**src/rtl/branch_controller.sv**
```systemverilog
// Conditional branch resolver: accepts a branch from decode, evaluates it on
// latched operands, and on a taken branch pulses a PC redirect and holds
// flush for FLUSH_CYCLES cycles while stalling the front end.
module branch_controller #(
  parameter int unsigned WIDTH        = 16,
  parameter int unsigned FLUSH_CYCLES = 2
) (
  input  logic             clk,
  input  logic             reset,
  input  logic             brValid,
  output logic             brReady,
  input  logic [3:0]       opCode,
  input  logic [WIDTH-1:0] BusA,
  input  logic [WIDTH-1:0] BusB,
  input  logic [WIDTH-1:0] pcCurrent,
  input  logic [WIDTH-1:0] imm,
  output logic [WIDTH-1:0] pcOut,
  output logic             pcLoad,
  output logic             flush,
  output logic             stall,
  output logic             taken,
  output logic [7:0]       takenCount
);

  localparam int unsigned CNT_W      = 4;
  localparam int unsigned DRAIN_LOAD = (FLUSH_CYCLES > 1) ? (FLUSH_CYCLES - 2) : 0;
  localparam logic [WIDTH-1:0] ZERO  = '0;

  typedef enum logic [1:0] {
    IDLE     = 2'd0,
    EVAL     = 2'd1,
    REDIRECT = 2'd2,
    DRAIN    = 2'd3
  } state_t;

  state_t             state;
  state_t             nextState;
  logic [2:0]         opReg;
  logic [WIDTH-1:0]   aReg;
  logic [WIDTH-1:0]   bReg;
  logic [WIDTH-1:0]   pcReg;
  logic [WIDTH-1:0]   immReg;
  logic [CNT_W-1:0]   drainCnt;
  logic [CNT_W-1:0]   drainCntNext;
  logic               handshake;
  logic               cond;
  logic [WIDTH-1:0]   target;

  // Accept only real branch opcodes, and only while idle
  assign handshake = brValid && (state == IDLE) && opCode[3];

  // Redirect target wraps modulo 2^WIDTH
  assign target = WIDTH'(pcReg + immReg);

  // Signed branch condition on the latched operands
  always_comb begin
    cond = 1'b0;
    case (opReg)
      3'b000:  cond = $signed(bReg) >  $signed(aReg);
      3'b001:  cond = $signed(bReg) >  $signed(ZERO);
      3'b010:  cond = $signed(bReg) <  $signed(aReg);
      3'b011:  cond = $signed(bReg) <  $signed(ZERO);
      3'b100:  cond = bReg == aReg;
      3'b101:  cond = bReg == ZERO;
      3'b110:  cond = bReg != aReg;
      default: cond = bReg != ZERO;
    endcase
  end

  // Next-state and drain-counter decode
  always_comb begin
    nextState    = state;
    drainCntNext = drainCnt;
    case (state)
      IDLE: begin
        if (handshake) nextState = EVAL;
      end
      EVAL: begin
        nextState = cond ? REDIRECT : IDLE;
      end
      REDIRECT: begin
        if (FLUSH_CYCLES > 1) begin
          nextState    = DRAIN;
          drainCntNext = CNT_W'(DRAIN_LOAD);
        end else begin
          nextState = IDLE;
        end
      end
      DRAIN: begin
        if (drainCnt == '0) nextState = IDLE;
        else                drainCntNext = CNT_W'(drainCnt - 1'b1);
      end
      default: nextState = IDLE;
    endcase
  end

  // State register; outputs registered from the next-state decode so they
  // line up with the state they describe
  always_ff @(posedge clk) begin
    if (reset) begin
      state      <= IDLE;
      drainCnt   <= '0;
      opReg      <= '0;
      aReg       <= '0;
      bReg       <= '0;
      pcReg      <= '0;
      immReg     <= '0;
      brReady    <= 1'b1;
      stall      <= 1'b0;
      pcLoad     <= 1'b0;
      flush      <= 1'b0;
      pcOut      <= '0;
      taken      <= 1'b0;
      takenCount <= '0;
    end else begin
      state    <= nextState;
      drainCnt <= drainCntNext;
      brReady  <= (nextState == IDLE);
      stall    <= (nextState != IDLE);
      pcLoad   <= (nextState == REDIRECT);
      flush    <= (nextState == REDIRECT) || (nextState == DRAIN);
      if (handshake) begin
        opReg  <= opCode[2:0];
        aReg   <= BusA;
        bReg   <= BusB;
        pcReg  <= pcCurrent;
        immReg <= imm;
      end
      if (nextState == REDIRECT) pcOut <= target;
      if (state == EVAL) begin
        taken <= cond;
        if (cond) takenCount <= 8'(takenCount + 8'd1);
      end
    end
  end

endmodule

```
**config.mk**
```make
export PLATFORM = sky130hd
export DESIGN_NAME = branch_controller
export DESIGN_NICKNAME = d
export VERILOG_FILES = /design/src/rtl/branch_controller.sv
export SDC_FILE = /design/constraint.sdc
export NUM_CORES = 1
export LEC_CHECK = 0
export ABC_AREA = 1
export BUFFER_PORTS_ARGS = -buffer_cell sky130_fd_sc_hd__buf_2
export CORE_UTILIZATION = 25
export CTS_CLUSTER_DIAMETER = 60
export DETAILED_ROUTE_END_ITERATION = 7
export SLEW_MARGIN = 20
export SYNTH_ARGS = -nofsm -noshare
export SYNTH_HDL_FRONTEND = slang
export SYNTH_SLANG_ARGS = --single-unit
export TNS_END_PERCENT = 5
```
**constraint.sdc**
```tcl
create_clock -name clk -period 2.4 [get_ports clk]
set_input_delay 0.72 -clock clk [delete_from_list [all_inputs] [get_ports clk]]
set_output_delay 0.72 -clock clk [all_outputs]
set_load 0.05 [all_outputs]
```
==> impl_results.md, run 1 <==
- Crit-path max FO: 16
- Final hold viol count: 0
- Async S/R FF share, synth: 0%
- Sw Share: 31.3%
- WL per Instance: 12.1 um
- Maximum clock frequency: 458 MHz
- Clock Tree Buf Depth: 2
- # Post-CTS Setup Buffers: 0
- Combinational fraction of design power: 23.6%
- CTS clk-pin slew, worst paths: 70 ps
- WP buf/inv: 2
- HP Class: reg2reg
- Final setup viols: 0
- Core Region: 19,700 um2
- P_sw: 1.39 mW
- Dominant cells by area after synthesis: dfxtp_1, ha_1, nor2_1
- Antenna diodes: 0
- Final Instance Area: 6200 um2
- Hpwl dp: 9710 um
- GR Util All Layers: 12.5%
- Max rail drop VDD: 0.000338 V
- Max stage delay cell, worst path: dfxtp_1
- Leading area contributor after synthesis: dfxtp_1
- EDFF count, synth: 0
- Final nets: 889
- Leakage: 2.86 nW
- P_int: 3.06 mW
- P per Cell Area: 718 nW/um2
- Number of global-route vias before repair: 4,255
- Worst R2R Setup Slack: 210 ps
- CTS resizes: 0
- Final Critical Period: 2190 ps
- Register area share after synthesis: 40.0%
- Synth top area share: 40.0%
- Stages on worst setup path: 14
- Global-route wire length before repair: 21,400 um
- Clock Power Share: 33.8%
- CP required: 2640 ps
- Reg-to-Reg End: pcOut[15]
- Clock Latency Late Sink: 350 ps
- Hold Slack: 448 ps
- Top-count cell post-synth: nor2_1
- Hold Path Depth: 1
- Clk sinks: 102
- Post-synth cell types: 33
- Peak per-stage delay on the critical path: 310 ps
- PortBufs: 99
- Top post-synthesis cells by count: nor2_1, dfxtp_1, o21ai_0
- Synthesized area per cell: 7.34 um2
- Clock Skews: 9.92 ps
- Crit share post-route: 91.1%
- CP dominant cell by count: nand2_1
- Post-DP Area: 5880 um2
- Antenna-violating nets left: 0
- Yosys warns: 0
- Max Cap Viol: 0
- Reg power frac: 42.6%
- Die height: 145 um
- Met2 routed WL: 5250 um
- Rows: 51
- Crit-path cells: inv_1 > ha_1 > nand2_1 > inv_1 > nand2_1 > nand2_1 > a21oi_1 > nand3_1 > nand2_1 > nand3_1 > nand3_4 > nand2_4 > nor2_1 > nor2_1
- WP data arrival: 2430 ps
- Post-Syn Instances: 696
- Unrepaired setup endpoints after global routing: true
- Max Used Layer: met4
- Metal1 wirelength: 6780 um
- Critical path startpoint category: register
- Area grow syn2layout: 21.4%
- Largest net degree at the start of global routing: 98
- Setup CP Type: reg2reg
- Least-Margin Pin Slew: 602 ps
- Status: finished clean
- Ports: 100
- Crit. End Element: register
- Cts bufs inserted: 9
- Final Max Slew Viols: 0
- Placer Congestion: 0.832
- CTS tree: built
- H-tree depth: 3
- Layout cell share with drive strength beyond 1: 18.9%
- Starting Density: 25.9%
- Drt pass-1 iters: 4
- Die X: 145 um
- Vias: 4,503
- Met3 wire len: 512 um
- Vias per cell: 4.28
- Post-CTS Hold Buffers: 0
- Mapped cell area: 5110 um2
- DRC Markers: 0
- Initial antenna violation count: 0
- Syn Nets: 802
- R2R cell count: 14
- Yosys reg bits: 102
- Top FF cell, synth: dfxtp_1
- Hold path start: drainCnt[0]
- Total gr overflow: 0
- Hold endpoint: drainCnt[0]
- RR Startpoint: aReg[15]
- Die ar.: 21,000 um2
- Drt total wl: 12,700 um
- Max_slew headroom: 59.8%
- First-iteration detailed-routing DRC count: 255
- Crit-path leading delay family: simple AND/OR/NAND/NOR gates
- Root buffer cell: clkbuf_16
[worst reg2reg max path, delay by kind of cell, from the launching register on]
family / cells / cell delay, ps
AOI/OAI and AO/OA: 1 / 210
DFF: 1 / 310
and+or+nand+nor: 10 / 1150
buffers and inverters: 2 / 100
adders and majority gates: 1 / 310
[power by group through the flow]
stage / combinational, mW / sequential (mW) / clock [mW]
finish: 1.05 / 1.90 / 1.50
detailed placement: 1.03 / 1.94 / 0
global route: 1.20 / 1.91 / 1.63
floorplan: 0.656 / 2.03 / 0
CTS: 1.04 / 1.90 / 1.56
global placement: 1.03 / 1.93 / 0
[per-stage QoR]
step	util (%)	TNS, ps	power (mW)	cells	setup slack (ps)
2_1_floorplan	-	0	2.68	696	507
3_3_place_gp	29.8	0	2.96	1037	219
3_5_place_dp	29.8	0	2.97	1037	184
4_1_cts	31.4	0	4.50	1052	159
5_1_grt	31.5	-319	4.74	1052	-50.5
6_report	31.5	0	4.45	1052	215
[routing by layer]
| metal | GRT usage [%] | vias to the layer above |
|---|---|---|
| met2 | 18.5 | 80 |
| met4 | 4.63 | 0 |
| met1 | 17.9 | 1963 |
| met5 | 0 | - |
| li1 | - | 2451 |
| met3 | 2.33 | 9 |
[state kept, by name, summed over array words and instances (netlist names), 3 cells and up]
name,count
aReg,16
bReg,16
drainCnt,4
immReg,16
opReg,3
pcOut,16
pcReg,16
takenCount,8
[worst max-delay path by stage]
stage / start / to / slack [ps]
after floorplan: aReg[15] / takenCount[4] / 510
after CTS: aReg[15] / pcOut[11] / 160
after global routing: aReg[15] / pcOut[1] / -50
after global placement: aReg[15] / pcOut[1] / 220
after detailed placement: aReg[15] / pcOut[11] / 180
final: aReg[15] / pcOut[15] / 210
[layout make-up]
type	count	area (um2)
multi-input combinational	488	2660
clock buffer	11	253
tap	265	332
fill	2172	13500
sequential	102	2040
clock inverter	4	52.6
inverter	74	278
timing repair buffer	108	588
[cell usage in the layout, fill, tap and decap left out, types with 4 or more instances in the layout]
| cell type | count |
|---|---|
| inv_1 | 72 |
| nand4_1 | 4 |
| a21oi_1 | 69 |
| clkbuf_16 | 9 |
| a21oi_2 | 7 |
| buf_4 | 7 |
| nand2_2 | 8 |
| ha_1 | 34 |
| nand3_1 | 45 |
| o21ai_0 | 81 |
| nor2_1 | 111 |
| buf_2 | 99 |
| dfxtp_1 | 102 |
| nand2_1 | 79 |
| xor2_1 | 9 |
| nor3_1 | 5 |
| nor2_2 | 5 |
| xnor2_1 | 12 |
[kinds of logic after synthesis]
logic type,after synthesis,share of synthesized area (%)
AO/OA/AOI/OAI,169,17.6
adder cells (fa/ha/maj),35,8.72
flip-flops,102,40.0
XOR/XNOR,21,3.60
buffers and inverters,106,8.13
AND/OR/NAND/NOR,263,21.9
(Power assumes the default switching activity.)
==> run 2, diff against run 1 <==
Settings changed: BUFFER_PORTS_ARGS -buffer_cell sky130_fd_sc_hd__buf_2 to -buffer_cell sky130_fd_sc_hd__buf_4, CORE_MARGIN from default to 3.
==> impl_results.md, run 2 (synthesized netlist as in run 1, its figures left out) <==
- Leading cell types in the layout, fill and taps excluded: nor2_1, buf_4, dfxtp_1, o21ai_0, nand2_1
- Final Max Slew Viols: 0 (unchanged)
- Post-CTS Hold Buffers: 0 (unchanged)
- H-tree depth: 3 (unchanged)
- WL per Instance: 12.5 um (+3.4%)
- Post-Layout Cell Count: 1,058 (+0.57%)
- Placed Cells: 1,034 (-0.29%)
- GR Util All Layers: 11.9% (-0.61 points)
- Placer Congestion: 0.841 (+1.0%)
- Fillers: 2,198 (+1.2%)
- Clk sinks: 102 (unchanged)
- Initial antenna violation count: 0 (unchanged)
- Vias per cell: 4.43 (+3.6%)
- Drt pass-1 iters: 4 (unchanged)
- Rows: 51 (unchanged)
- Area grow syn2layout: 28.3%
- Drt total wl: 13,200 um (+3.9%)
- Hpwl dp: 9780 um (+0.66%)
- Clock Latency Late Sink: 350 ps (about the same)
- Least-Margin Pin Slew: 659 ps (+57.3 ps)
- CP dominant cell by count: nand2_2
- Number of global-route vias before repair: 4,223 (-0.75%)
- First-iteration detailed-routing DRC count: 226 (-11%)
- Global-route wire length before repair: 21,400 um (about the same)
- Core Region: 19,800 um2 (+0.32%)
- Final setup viols: 0 (unchanged)
- Final nets: 894 (+0.56%)
- Final core occ: 33.1% (+1.7 points)
- CP required: 2650 ps (about the same)
- Maximum clock frequency: 458 MHz (+0.16%)
- Vias: 4,691 (+4.2%)
- PortBufs: 99 (unchanged)
- Antenna diodes: 0 (unchanged)
- Final hold viol count: 0 (unchanged)
- Final Critical Period: 2180 ps (-3.48 ps)
- Die X: 149 um (+2.8%)
- Die height: 149 um (+2.8%)
- Clock Tree Buf Depth: 2 (unchanged)
- Cts bufs inserted: 9 (unchanged)
- Max_slew headroom: 56.0% (-3.8 points)
- Max Cap Viol: 0 (unchanged)
- Commonest non-fill, non-tap cell in the layout: nor2_1
- Clock Skews: 9.00 ps (-0.928 ps)
- WP data arrival: 2430 ps (about the same)
- Setup CP Type: reg2reg
- Crit share post-route: 90.9% (-0.15 points)
- Total gr overflow: 0 (unchanged)
- DRC Markers: 0 (unchanged)
- Crit-path cells: inv_1 > ha_1 > nand2_1 > nor2_2 > nand2_2 > nor2_4 > nand2_2 > nand4_1 > nand2_1 > nand2_2 > nand3_4 > clkbuf_16 > a21oi_1 > nor2_1
- Root buffer cell: clkbuf_16
- Status: finished clean
- Starting Density: 25.8% (-0.084 points)
- HP Class: reg2reg
- Layout cell share with drive strength beyond 1: 20.6% (+1.6 points)
- CTS tree: built
- Leakage: 2.95 nW (+3.1%)
- Crit-path max FO: 6 (-10)
- Die ar.: 22,200 um2 (+5.6%)
- Max rail drop VDD: 0.000320 V (-5.1%)
- Ports: 100 (unchanged)
- Worst R2R Setup Slack: 220 ps (about the same)
- Max stage delay cell, worst path: dfxtp_1
- Peak per-stage delay on the critical path: 310 ps (about the same)
- Crit. End Element: register
- CTS clk-pin slew, worst paths: 70 ps (about the same)
- Antenna-violating nets left: 0 (unchanged)
- Largest net degree at the start of global routing: 98 (unchanged)
- Critical path startpoint category: register
- P per Cell Area: 693 nW/um2 (-3.5%)
-- run 2: cell count changes in the layout (fill, tap and decap cells not counted), sizes merged --
cell / previous run / this run
buf: 108 / 111
bufinv: 1 / 0
clkbuf: 11 / 12
clkinv: 1 / 3
clkinvlp: 0 / 1
inv: 76 / 75
nand3: 47 / 48
-- run 2: routing by layer --
metal / wire length [um] / share of wire [%] / global-route usage, %
met5: 0 / 0 / 0
met4: 214 / 1.6 / 3.98
met3: 612 / 4.6 / 2.61
met2: 5540 / 42 / 17.3
met1: 6850 / 52 / 17.5
-- run 2: final timing paths --
check / from / endpoint / cells past startpoint
min: drainCnt[0] / drainCnt[0] / 1
max reg2reg: aReg[13] / pcOut[7] / 14
max: aReg[13] / pcOut[7] / 14
min reg2reg: drainCnt[0] / drainCnt[0] / 1
-- run 2: through the flow --
step	hold WS (ps)	setup TNS, ps	setup WS [ps]	instance area, um2	power, mW
finish	454	0	218	6560	4.54
global route	480	-15.8	-12.7	6560	4.83
CTS	453	0	131	6390	4.43
detailed placement	444	0	156	6100	3.01
global placement	437	0	187	6100	3.00
floorplan	422	0	507	5110	2.68
-- run 2: power by group --
part	switching (mW)	total [mW]	leakage, nW	internal [mW]
sequential	0.0778	1.90	0.835	1.82
clock	0.645	1.40	0.142	0.759
combinational	0.741	1.23	1.97	0.493
total	1.46	4.54	2.95	3.08
-- run 2: area by class of cell --
class	count	area [um2]	share of cell area, %
Timing Repair Buffer	112	891	13.6
Tap cell	265	332	5.06
Inverter	74	278	4.24
Clock buffer	11	253	3.86
Sequential cell	102	2040	31.2
Clock inverter	5	31.3	0.477
Multi-Input combinational cell	489	2730	41.6
-- run 2: repair_timing --
| item | 4_1_cts | 5_1_grt |
|---|---|---|
| buffers inserted | 0 | 5 |
| endpoints found under the setup margin | 0 | 27 |
| resized for setup | 0 | 18 |
-- run 2: critical path: cells and delay by family (launching register included) --
kind	cells	cell delay [ps]
buffers and inverters	2	280
AO/OA/AOI/OAI	1	120
flip-flops	1	310
adder cells (fa/ha/maj)	1	290
AND/OR/NAND/NOR	10	1090
